--- config.mk ---
export PLATFORM = sky130hd
export DESIGN_NAME = gpio_readback
export DESIGN_NICKNAME = d
export VERILOG_FILES = /design/src/rtl/gpio_readback_pkg.sv /design/src/rtl/gpio_bank_filter.sv /design/src/rtl/gpio_readback.sv
export SDC_FILE = /design/constraint.sdc
export NUM_CORES = 1
export LEC_CHECK = 0
export ABC_AREA = 1
export BUFFER_PORTS_ARGS = -buffer_cell sky130_fd_sc_hd__buf_2
export CAP_MARGIN = 15
export CORE_MARGIN = 5
export CORE_UTILIZATION = 40
export DETAILED_ROUTE_END_ITERATION = 6
export GPL_ROUTABILITY_DRIVEN = 0
export SETUP_SLACK_MARGIN = 0.2
export SLEW_MARGIN = 25
export SYNTH_ARGS = -nofsm -noshare
export SYNTH_HDL_FRONTEND = slang
export SYNTH_SLANG_ARGS = --single-unit
--- constraint.sdc ---
create_clock -name clock -period 3.23 [get_ports clock]
set_input_delay 0.646 -clock clock [delete_from_list [all_inputs] [get_ports clock]]
set_output_delay 0.646 -clock clock [all_outputs]
set_load 0.05 [all_outputs]
--- src/rtl/gpio_readback_pkg.sv ---
// rtl/gpio_readback_pkg.sv - shared constants, types and readback packing for the GPIO readback path
package gpio_readback_pkg;

  localparam int NUM_BANKS = 4;
  localparam int BANK_W    = 16;

  // Readback word layout: {sticky_change, filtered_level}
  localparam int LEVEL_LSB  = 0;
  localparam int CHANGE_LSB = 16;

  // Serial address of the bank-0 edge-enable register; banks 1..3 follow.
  localparam logic [6:0] DEF_ADDR_EDGE_EN_BASE = 7'd64;

  typedef logic [BANK_W-1:0] bank_word_t;

  // Assemble one readback word from a bank's sticky flags and filtered level.
  function automatic logic [31:0] pack_readback(input bank_word_t sticky, input bank_word_t level);
    logic [31:0] w;
    w = '0;
    w[CHANGE_LSB +: BANK_W] = sticky;
    w[LEVEL_LSB  +: BANK_W] = level;
    return w;
  endfunction

endpackage

--- src/rtl/gpio_bank_filter.sv ---
// rtl/gpio_bank_filter.sv - one 16-bit bank: synchroniser, deglitch, edge-enable and sticky change flags
module gpio_bank_filter
  import gpio_readback_pkg::*;
(
  input  logic       i_clock,
  input  logic       i_reset,
  input  bank_word_t i_io,
  input  logic       i_tick,
  input  logic       i_wr_en,
  input  bank_word_t i_wr_mask,
  input  bank_word_t i_wr_value,
  input  logic       i_clr,
  output bank_word_t o_level,
  output bank_word_t o_sticky
);

  bank_word_t r_sync1;
  bank_word_t r_sync2;
  bank_word_t r_last;
  bank_word_t r_level;
  bank_word_t r_sticky;
  bank_word_t r_en;

  bank_word_t w_agree;
  bank_word_t w_level_next;
  bank_word_t w_change;
  bank_word_t w_sticky_next;
  bank_word_t w_en_next;

  // Next-state logic: a level bit only moves when two consecutive tick samples agree;
  // a change seen in the same cycle as a clear-on-read survives the clear.
  always_comb begin
    w_agree      = ~(r_sync2 ^ r_last);
    w_level_next = r_level;
    if (i_tick) begin
      w_level_next = (w_agree & r_sync2) | (~w_agree & r_level);
    end
    w_change      = w_level_next ^ r_level;
    w_sticky_next = (i_clr ? '0 : r_sticky) | (w_change & r_en);
    w_en_next     = r_en;
    if (i_wr_en) begin
      w_en_next = (r_en & ~i_wr_mask) | (i_wr_value & i_wr_mask);
    end
  end

  // Two-flop synchroniser for the asynchronous pin levels, clocked every cycle.
  always_ff @(posedge i_clock) begin
    if (i_reset) begin
      r_sync1 <= '0;
      r_sync2 <= '0;
    end else begin
      r_sync1 <= i_io;
      r_sync2 <= r_sync1;
    end
  end

  // Filter state: last tick sample, filtered level, sticky flags and edge enables.
  always_ff @(posedge i_clock) begin
    if (i_reset) begin
      r_last   <= '0;
      r_level  <= '0;
      r_sticky <= '0;
      r_en     <= '0;
    end else begin
      if (i_tick) begin
        r_last <= r_sync2;
      end
      r_level  <= w_level_next;
      r_sticky <= w_sticky_next;
      r_en     <= w_en_next;
    end
  end

  assign o_level  = r_level;
  assign o_sticky = r_sticky;

endmodule

--- src/rtl/gpio_readback.sv ---
// rtl/gpio_readback.sv - GPIO read side: sample prescaler, edge-enable write decode and readback handshake
module gpio_readback
  import gpio_readback_pkg::*;
#(
  parameter int         SAMPLE_DIV        = 4,
  parameter logic [6:0] ADDR_EDGE_EN_BASE = DEF_ADDR_EDGE_EN_BASE
) (
  input  logic        clock,
  input  logic        reset,
  input  logic [15:0] io_0,
  input  logic [15:0] io_1,
  input  logic [15:0] io_2,
  input  logic [15:0] io_3,
  input  logic [6:0]  serial_addr,
  input  logic [31:0] serial_data,
  input  logic        serial_strobe,
  input  logic        rd_req,
  input  logic [1:0]  rd_bank,
  output logic        rd_ack,
  output logic [31:0] rd_data,
  output logic        change_pending
);

  localparam int                CNT_W    = (SAMPLE_DIV > 1) ? $clog2(SAMPLE_DIV) : 1;
  localparam logic [CNT_W-1:0]  CNT_LAST = CNT_W'(SAMPLE_DIV - 1);

  logic [CNT_W-1:0]     r_presc;
  logic                 w_tick;
  logic [NUM_BANKS-1:0] w_wr_hit;
  bank_word_t           w_io     [NUM_BANKS];
  bank_word_t           w_level  [NUM_BANKS];
  bank_word_t           w_sticky [NUM_BANKS];
  logic                 w_any_sticky;

  logic                 r_rd_ack;
  logic [31:0]          r_rd_data;
  logic                 r_pending;

  assign w_io[0] = io_0;
  assign w_io[1] = io_1;
  assign w_io[2] = io_2;
  assign w_io[3] = io_3;

  assign w_tick = (r_presc == CNT_LAST);

  // Sample prescaler: counts 0..SAMPLE_DIV-1 and fires the tick on the last count.
  always_ff @(posedge clock) begin
    if (reset) begin
      r_presc <= '0;
    end else if (w_tick) begin
      r_presc <= '0;
    end else begin
      r_presc <= r_presc + 1'b1;
    end
  end

  for (genvar g = 0; g < NUM_BANKS; g++) begin : g_bank
    assign w_wr_hit[g] = serial_strobe && (serial_addr == ADDR_EDGE_EN_BASE + 7'(g));

    gpio_bank_filter u_filter (
      .i_clock    (clock),
      .i_reset    (reset),
      .i_io       (w_io[g]),
      .i_tick     (w_tick),
      .i_wr_en    (w_wr_hit[g]),
      .i_wr_mask  (serial_data[31:16]),
      .i_wr_value (serial_data[15:0]),
      .i_clr      (rd_req && (rd_bank == 2'(g))),
      .o_level    (w_level[g]),
      .o_sticky   (w_sticky[g])
    );
  end

  // Any sticky flag across all banks.
  always_comb begin
    w_any_sticky = 1'b0;
    for (int b = 0; b < NUM_BANKS; b++) begin
      w_any_sticky = w_any_sticky | (|w_sticky[b]);
    end
  end

  // Readback: ack one cycle after the request, data captured from the request cycle and held.
  always_ff @(posedge clock) begin
    if (reset) begin
      r_rd_ack  <= 1'b0;
      r_rd_data <= '0;
      r_pending <= 1'b0;
    end else begin
      r_rd_ack  <= rd_req;
      r_pending <= w_any_sticky;
      if (rd_req) begin
        r_rd_data <= pack_readback(w_sticky[rd_bank], w_level[rd_bank]);
      end
    end
  end

  assign rd_ack         = r_rd_ack;
  assign rd_data        = r_rd_data;
  assign change_pending = r_pending;

endmodule

==> metrics.md <==
| Metric | Value |
|---|---|
| Final Skew | `0.01385 ns` |
| CP Capture Type | `primary output` |
| Area Overhead vs Synth | `14.28%` |
| Worst-Skew Late Latency | `0.58 ns` |
| Final hold vios | `0` |
| Max stage delay cell, worst path | `dfxtp_1` |
| Initial antenna violation count | `1` |
| Design area | `0.01899 sq mm` |
| Row cnt | `74` |
| Die width | `213.8 um` |
| Cts bufs inserted | `44` |
| Hold_sp | `io_3[15]` |
| Total track usage | `21.91%` |
| Hold EP | `g_bank[3].u_filter.r_sync1[15]$_SDFF_PP0_` |
| Maxcap violations | `0` |
| Die Y | `213.8 um` |
| Post-Syn Area | `0.01661 sq mm` |
| Drt wl/cell | `17.62 um` |
| Synth Register Bits | `420` |
| Worst r2r src | `r_presc[0]$_SDFF_PP0_` |
| Core ar. | `0.04092 sq mm` |
| # DRC | `5` |
| Largest area contributor in the netlist | `dfxtp_1` |
| Failing checks | `design-rule violations` |
| Tmin final | `1.946 ns` |
| Dominant combinational cell family by area after synthesis | `simple AND/OR/NAND/NOR gates` |
| Vias in the first global route | `14,190` |
| Leading cell type in the layout, fill and taps excluded | `nand2_1` |
| Worst-Margin Slew | `0.7958 ns` |
| Lkg Pwr | `8.041 nW` |
| ANT cells | `0` |
| CTS hold repair buffers | `0` |
| Xor/xnor share of the synthesized area | `0%` |
| Crit path buf inv count | `1` |
| Number of fill cells | `4,200` |
| Clk root buf | `clkbuf_16` |
| Mux contribution to synthesized area | `0%` |
| Largest net degree at the start of global routing | `100` |
| Final Cycle Share | `60.23%` |
| Dpl ws | `0.9242 ns` |
| # port buffers | `142` |
| Fraction of layout instances using a drive strength above 1 | `11.94%` |
| Hold Path Stages | `3` |
| Yosys warnings | `0` |
| Final Power | `10.99 mW` |
| DP Area | `0.01762 sq mm` |
| Avg Cell Area, Syn | `7.341 sq um` |
| Max incr delay on CP | `0.42 ns` |
| Synth Area in Simple Gates | `26.11%` |
| Yosys cell types | `25` |
| Post-CTS sizing | `0` |
| First-pass GRT wire length | `78,490 um` |
| Fin worst setup slack | `1.284 ns` |
| ANT nets after route | `0` |
| Synth top area share | `50.61%` |
| Full die area | `0.04571 sq mm` |
| DR iter-0 viols | `1,344` |
| Synth Area in Compound Gates | `13.19%` |
| Dominant delay contributor by cell family on the critical path | `flip-flops` |
| FMAX | `514.0 MHz` |
| Commonest cells after routing, fill and taps aside | `nand2_1 (483), dfxtp_1 (420), nor2_1 (368)` |
| Syn nets | `2,373` |
| CTS tree | `yes` |
| Run status | `finished, violations left` |
| Worst path cell trace | `buf_2` |
| Post-CTS setup buffer count | `0` |
| Worst-case clock buffer depth | `3` |
| Final WL | `51,160 um` |
| Crit-path max FO | `2` |
| Reg2reg setup slack | `1.50 ns` |
| Clock-pin slew on the worst setup and hold paths | `0.06 ns` |
| CP Launch Type | `register` |
| Vias | `15,160` |
| Worst vdd ir | `322.5 uV` |
| GRT overflow | `0` |
| Final design utilization | `46.39%` |
| Setup violators final | `0` |
| Worst path required time | `2.58 ns` |
| Vias/cell | `5.222` |
| Pre-Repair DR Iteration Count | `7` |
| Synth top area cells | `dfxtp_1 (51%), nand2_1 (11%), nor2_1 (8.3%)` |
| Slew headroom | `46.82%` |
| DP Wirelength | `36,610 um` |
| Setup CP Type | `reg2out` |
| Htree depth | `2` |
| Register area share after synthesis | `50.61%` |
| Synth Area in Adders | `0.07531%` |
| FF-to-FF End | `g_bank[3].u_filter.r_last[9]$_SDFFE_PP0N_` |
| Setup tns final | `0 ns` |
| R2R cell count | `5` |
| Fin. max-slew vios | `0` |
| Syn Inst Count | `2,263` |
| Number of placed I/O pins | `143` |
| Min-delay worst type | `in2reg` |
| Initial core utilization | `40.60%` |
| Arr. time, crit path | `1.30 ns` |
| Cell Pwr Density | `579.1 mW/mm^2` |
| RSZ-0062 raised after global routing | `no` |
| Clk sinks | `420` |
| Final net count | `2,453` |
==> logic make-up (layout without fill, tap and decap cells) <==
family                   after synthesis  after routing
adder cells (fa/ha/maj)                1              1
buffers and inverters                412            520
AND/OR/NAND/NOR                     1060           1060
flip-flops                           420            420
AO/OA/AOI/OAI                        370            370
==> how the worst max path moves through the flow <==
stage	from	slack, ns	endpoint	depth (start not counted)
final	rd_data[25]$_SDFFE_PP0P_	1.28	rd_data[25]	1
after global routing	rd_data[25]$_SDFFE_PP0P_	1.25	rd_data[25]	1
after CTS	rd_data[11]$_SDFFE_PP0P_	1.27	rd_data[11]	1
after detailed placement	serial_addr[5]	0.92	register	9
after global placement	serial_addr[5]	1.0	register	9
after floorplan	serial_addr[5]	1.65	register	9
==> stage by stage <==
step,hold slack (ns),cells
6_report,0.2715,2903
3_5_place_dp,0.3923,2829
4_1_cts,0.2477,2903
2_1_floorplan,0.3883,2263
3_3_place_gp,0.3913,2829
5_1_grt,0.2718,2903
==> where the power goes <==
| group | internal [mW] | switching (mW) |
|---|---|---|
| sequential | 5.30 | 0.0781 |
| combinational | 0.200 | 0.511 |
| clock | 2.81 | 2.10 |
| total | 8.31 | 2.69 |
==> final cells by class <==
| cell class | count | area, sq um | share of cell area [%] |
|---|---|---|---|
| timing repair buffer | 159 | 910.9 | 4.798 |
| clock inverter | 16 | 152.6 | 0.8040 |
| clock buffer | 58 | 1215 | 6.399 |
| inverter | 287 | 1077 | 5.674 |
| tap | 532 | 665.6 | 3.506 |
| multi-input combinational | 1431 | 6556 | 34.53 |
| sequential | 420 | 8408 | 44.29 |
==> cells in the mapped netlist, drive strengths merged <==
library cell / count
a21oi: 117
a22oi: 12
a31o: 38
a31oi: 31
buf: 85
clkbuf: 40
dfxtp: 420
ha: 1
inv: 287
nand2: 487
nand3: 141
nand3b: 1
nand4: 52
nor2: 377
nor3: 1
o21a: 19
o21ai: 89
o22ai: 64
or2: 1
==> layer usage <==
metal  part of all wire, %  vias up  global-route usage [%]
met2                    46      556                   35.22
met5                 0.035        -                       0
met3                   8.1       88                   3.965
met4                   3.3        2                   7.851
li1                      -     7417                       -
met1                    43     7097                   29.74
Note: power is estimated with default switching activity, not from simulation.
